===== src/rtl/change_dispenser.sv =====
// Change-return unit: pays a nickel-unit amount as quarters, dimes and nickels
// (greedy), one hopper eject at a time, tracking tube inventory and jam faults.
module change_dispenser #(
  parameter int AMT_W   = 8,
  parameter int CNT_W   = 6,
  parameter int TIMEOUT = 15,
  parameter int Q_INIT  = 20,
  parameter int D_INIT  = 20,
  parameter int N_INIT  = 20
) (
  input  logic             clk,
  input  logic             rst,
  input  logic             req,
  input  logic [AMT_W-1:0] amount,
  input  logic             refill,
  input  logic             coin_ack,
  output logic             busy,
  output logic             eject_q,
  output logic             eject_d,
  output logic             eject_n,
  output logic             done,
  output logic             short,
  output logic [AMT_W-1:0] remain,
  output logic             fault
);

  localparam int TW = (TIMEOUT > 2) ? $clog2(TIMEOUT) : 1;

  typedef enum logic [1:0] {S_IDLE, S_SELECT, S_WAIT_ACK, S_FAULT} state_e;
  typedef enum logic [1:0] {COIN_Q, COIN_D, COIN_N} coin_e;

  state_e           state_q, state_d;
  coin_e            sel_q, sel_d;
  logic [AMT_W-1:0] rem_q, rem_d;
  logic [CNT_W-1:0] q_cnt_q, q_cnt_d, d_cnt_q, d_cnt_d, n_cnt_q, n_cnt_d;
  logic [TW-1:0]    timer_q, timer_d;
  logic             busy_q, busy_d;
  logic             ej_qtr_q, ej_qtr_d, ej_dime_q, ej_dime_d, ej_nick_q, ej_nick_d;
  logic             done_q, done_d, short_q, short_d, fault_q, fault_d;
  logic [AMT_W-1:0] remain_q, remain_d;

  always_ff @(posedge clk) begin
    if (rst) begin
      state_q   <= S_IDLE;
      sel_q     <= COIN_Q;
      rem_q     <= '0;
      q_cnt_q   <= CNT_W'(Q_INIT);
      d_cnt_q   <= CNT_W'(D_INIT);
      n_cnt_q   <= CNT_W'(N_INIT);
      timer_q   <= '0;
      busy_q    <= 1'b0;
      ej_qtr_q  <= 1'b0;
      ej_dime_q <= 1'b0;
      ej_nick_q <= 1'b0;
      done_q    <= 1'b0;
      short_q   <= 1'b0;
      fault_q   <= 1'b0;
      remain_q  <= '0;
    end else begin
      state_q   <= state_d;
      sel_q     <= sel_d;
      rem_q     <= rem_d;
      q_cnt_q   <= q_cnt_d;
      d_cnt_q   <= d_cnt_d;
      n_cnt_q   <= n_cnt_d;
      timer_q   <= timer_d;
      busy_q    <= busy_d;
      ej_qtr_q  <= ej_qtr_d;
      ej_dime_q <= ej_dime_d;
      ej_nick_q <= ej_nick_d;
      done_q    <= done_d;
      short_q   <= short_d;
      fault_q   <= fault_d;
      remain_q  <= remain_d;
    end
  end

  always_comb begin
    state_d   = state_q;
    sel_d     = sel_q;
    rem_d     = rem_q;
    q_cnt_d   = q_cnt_q;
    d_cnt_d   = d_cnt_q;
    n_cnt_d   = n_cnt_q;
    timer_d   = timer_q;
    ej_qtr_d  = 1'b0;
    ej_dime_d = 1'b0;
    ej_nick_d = 1'b0;
    done_d    = 1'b0;
    short_d   = short_q;
    fault_d   = fault_q;
    remain_d  = remain_q;

    case (state_q)
      S_IDLE: begin
        if (req) begin
          rem_d    = amount;
          short_d  = 1'b0;
          remain_d = '0;
          state_d  = S_SELECT;
        end else if (refill) begin
          q_cnt_d = CNT_W'(Q_INIT);
          d_cnt_d = CNT_W'(D_INIT);
          n_cnt_d = CNT_W'(N_INIT);
        end
      end

      S_SELECT: begin
        timer_d = '0;
        if (rem_q >= AMT_W'(5) && q_cnt_q != '0) begin
          sel_d    = COIN_Q;
          ej_qtr_d = 1'b1;
          state_d  = S_WAIT_ACK;
        end else if (rem_q >= AMT_W'(2) && d_cnt_q != '0) begin
          sel_d     = COIN_D;
          ej_dime_d = 1'b1;
          state_d   = S_WAIT_ACK;
        end else if (rem_q >= AMT_W'(1) && n_cnt_q != '0) begin
          sel_d     = COIN_N;
          ej_nick_d = 1'b1;
          state_d   = S_WAIT_ACK;
        end else begin
          done_d   = 1'b1;
          remain_d = rem_q;
          short_d  = (rem_q != '0);
          state_d  = S_IDLE;
        end
      end

      S_WAIT_ACK: begin
        if (coin_ack) begin
          case (sel_q)
            COIN_Q: begin
              rem_d   = rem_q - AMT_W'(5);
              q_cnt_d = q_cnt_q - CNT_W'(1);
            end
            COIN_D: begin
              rem_d   = rem_q - AMT_W'(2);
              d_cnt_d = d_cnt_q - CNT_W'(1);
            end
            default: begin
              rem_d   = rem_q - AMT_W'(1);
              n_cnt_d = n_cnt_q - CNT_W'(1);
            end
          endcase
          state_d = S_SELECT;
        end else if (timer_q == TW'(TIMEOUT - 1)) begin
          // Jam: the coin in flight stays counted in rem and in its tube.
          fault_d  = 1'b1;
          done_d   = 1'b1;
          short_d  = 1'b1;
          remain_d = rem_q;
          state_d  = S_FAULT;
        end else begin
          timer_d = timer_q + TW'(1);
        end
      end

      default: ;
    endcase

    busy_d = (state_d == S_SELECT) || (state_d == S_WAIT_ACK);
  end

  assign busy    = busy_q;
  assign eject_q = ej_qtr_q;
  assign eject_d = ej_dime_q;
  assign eject_n = ej_nick_q;
  assign done    = done_q;
  assign short   = short_q;
  assign remain  = remain_q;
  assign fault   = fault_q;

endmodule


===== config.mk =====
export PLATFORM = sky130hd
export DESIGN_NAME = change_dispenser
export DESIGN_NICKNAME = d
export VERILOG_FILES = /design/src/rtl/change_dispenser.sv
export SDC_FILE = /design/constraint.sdc
export NUM_CORES = 1
export LEC_CHECK = 0
export ABC_AREA = 1
export BUFFER_PORTS_ARGS = -buffer_cell sky130_fd_sc_hd__buf_2
export CORE_ASPECT_RATIO = 1.5
export CORE_MARGIN = 4
export CORE_UTILIZATION = 64
export DETAILED_ROUTE_END_ITERATION = 6
export GPL_TIMING_DRIVEN = 0
export PLACE_DENSITY = 0.93
export REMOVE_ABC_BUFFERS = 1
export SLEW_MARGIN = 20
export SYNTH_ARGS = -nofsm -noshare
export SYNTH_HDL_FRONTEND = slang
export SYNTH_SLANG_ARGS = --single-unit

===== constraint.sdc =====
create_clock -name clk -period 3.6 [get_ports clk]
set_input_delay 0.72 -clock clk [delete_from_list [all_inputs] [get_ports clk]]
set_output_delay 0.72 -clock clk [all_outputs]
set_load 0.03 [all_outputs]

==> impl_results.md <==
- Status: finished, violations left
- Failing checks: DRC
- Final Hold Viols: 0
- Pins over their slew limit: 0
- P_int: 1.04 mW
- Cells after Synth: 430
- Leading cell type by number of instances after synthesis: nand2_1
- Largest net degree at the start of global routing: 19
- Number of global-route vias before repair: 2848
- H-tree depth: 2
- Sequential share of power: 37.3%
- Prevailing post-synth register cell: dfxtp_1
- Synth area leader: dfxtp_1
- Setup WS post-layout: 889 ps
- Synthesis-stage register bit count: 49
- Syn_area_per_cell: 6.89 um2
- Crit path time final: 2710 ps
- Worst setup path category: flip-flop to flip-flop
- Post-synth EDFFs: 0
- Slew headroom: 48.8%
- Area share of the largest cell type after synthesis: 33.1%
- Worst-margin pin slew: 769 ps
- Die ar.: 5800 um2
- Root Buffer: clkbuf_8
- Clock share of power: 18.1%
- Gp weighted congestion: 0.970
- Final net count: 485
- Pre-antenna DRT Iters: 7
- Asr flop ratio synth: 0%
- Setup bufs post-CTS: 0
- Crit-path max FO: 16
- Post_cts resized: 0
- VDD IR-drop max: 433 uV
- Final setup TNS: 0 ps
- P per Cell Area: 596 nW/um2
- Synth cell types: 42
- Synth top area cells: dfxtp_1 33%, nand2_1 12%, ha_1 7.2%, inv_1 6.3%, nand3_1 5.7%
- Clock Skew: 10.7 ps
- Port bufs: 27
- Die Wd: 63.5 um
- Vias per cell: 5.77
- Initial core utilization: 65.7%
- Sequential element share of the synthesized area: 33.1%
- IO Pins: 28
- CTS tree: yes
- DR DRC count: 1
- Mapped Area: 2960 um2
- Startpoint Class: flip-flop
- Initial antenna violation count: 0
- Setup violations, final: 0
- Routed Antenna Nets: 0
- Final wirelength: 6990 um
- Critical path endpoint category: flip-flop
- HPWL Detailed: 5110 um
- Global-route wire length before repair: 12100 um
- Worst skew pair latency: 320 ps
- Syn-to-layout area delta: 7.82%
- Top post-synthesis cells by count: 94 x nand2_1, 50 x inv_1, 49 x dfxtp_1, 45 x nor2_1, 34 x nand3_1
- N_diodes: 0
- Switch share: 45.6%
- Place WS: 933 ps
- GRT Util Overall: 25.4%
- NetSw: 0.867 mW
- 1st-iter DRT viols: 199
- CP Data Arrival Time: 2890 ps
- Hold_buf cts: 0
- Reg clk slew, reported paths: 90 ps
- CP required: 3780 ps
- Die height: 91.3 um
- Max Root-Sink Buffers: 2
- Max Freq: 0.369 GHz
- Ys Warns: 0
- Core footprint: 4500 um2
- Vias: 2906
- Core Rows: 30
- CTS buffer count: 5
- Layout cell share with drive strength beyond 1: 16.4%
- WL/cell: 13.9 um
- Clock sinks: 49
- Overflow after GRT: 0
- Leak: 1.52 nW
- Worst min path class: flip-flop to flip-flop
- Comb power frac: 44.5%
- Max cap viols: 0
- RSZ-0062 raised after global routing: no
- Final period util: 75.3%
-- area by class of cell --
cell class	count	area [um2]
sequential	49	981
fill	385	1310
multi-input combinational	317	1710
tap	48	60.1
clock buffer	5	68.8
clock inverter	3	26.3
timing repair buffer	27	135
inverter	55	209
-- state kept, by name (all words and copies together) (netlist names), 2 cells and up --
register,cells
remain,8
n_cnt_q,6
timer_q,4
q_cnt_q,6
state_q,2
d_cnt_q,6
rem_q,8
sel_q,2
-- cell usage in the layout (no fill, tap or decap), types with 2 or more instances in the layout --
master	n
o211ai_1	3
nor2_2	20
nand2_4	2
nand2_1	94
nor2_4	3
nand4_1	4
clkinvlp_4	2
a21oi_1	31
nand3_1	34
inv_1	50
a31oi_1	3
nand2_2	2
inv_2	4
o21ai_4	2
or2_2	2
nor3_1	5
o21ai_0	29
nor2_1	45
o21ai_1	3
dfxtp_1	49
xor2_1	3
clkbuf_8	5
buf_2	27
ha_1	17
-- worst max-delay path, stage by stage, from the launching register on --
cell and delay, ps:
dfxtp_1 340, inv_1 110, ha_1 570, inv_2 300, nand2_1 170, nand2_1 70, nor2_2 220, o21ai_1 220
nor2_1 150, nand2_1 100, nor2_1 120, xor2_1 160, nand2_1 60
-- power groups by stage --
stage	registers, mW	logic (mW)	clock network (mW)
after floorplan	0.755	0.604	0
after global placement	0.714	0.805	0
after detailed placement	0.719	0.834	0
after CTS	0.708	0.840	0.350
after global routing	0.720	0.950	0.369
final	0.710	0.847	0.345
-- path summary, 6_finish.rpt --
path / from / to / slack, ps / depth (start not counted)
setup / recovery: state_q[0] / q_cnt_q[4] / 890 / 12
setup reg to reg: state_q[0] / q_cnt_q[4] / 890 / 12
hold reg to reg: q_cnt_q[5] / q_cnt_q[5] / 460 / 1
hold / removal: q_cnt_q[5] / q_cnt_q[5] / 460 / 1
-- per-stage QoR --
stage / hold slack (ps) / instances / utilization (%) / cell area, um2 / power [mW]
floorplan: 422 / 421 / - / 2900 / 1.36
global placement: 437 / 496 / 68.8 / 3100 / 1.52
detailed placement: 448 / 496 / 68.8 / 3100 / 1.55
CTS: 461 / 504 / 70.9 / 3190 / 1.90
global route: 486 / 504 / 70.9 / 3190 / 2.04
finish: 462 / 504 / 70.9 / 3190 / 1.90
-- per-layer routing --
layer  wire length [um]  track usage (%)  vias to the layer above
li1                   -                -                     1442
met1               2630             27.2                     1335
met2               3680             46.6                      104
met3                463             5.32                       25
met4                219             11.2                        0
met5                  0                0                        -
-- cells by family (layout without fill, tap and decap cells) --
| logic type | count (synthesis) | count (layout) | synth area share [%] |
|---|---|---|---|
| simple gates | 216 | 216 | 34.0 |
| compound gates | 81 | 81 | 15.8 |
| buf+inv | 64 | 90 | 9.04 |
| flops | 49 | 49 | 33.1 |
| fa+ha+maj | 17 | 17 | 7.18 |
| xor+xnor | 3 | 3 | 0.887 |
Power figures use the tool's default switching activity.
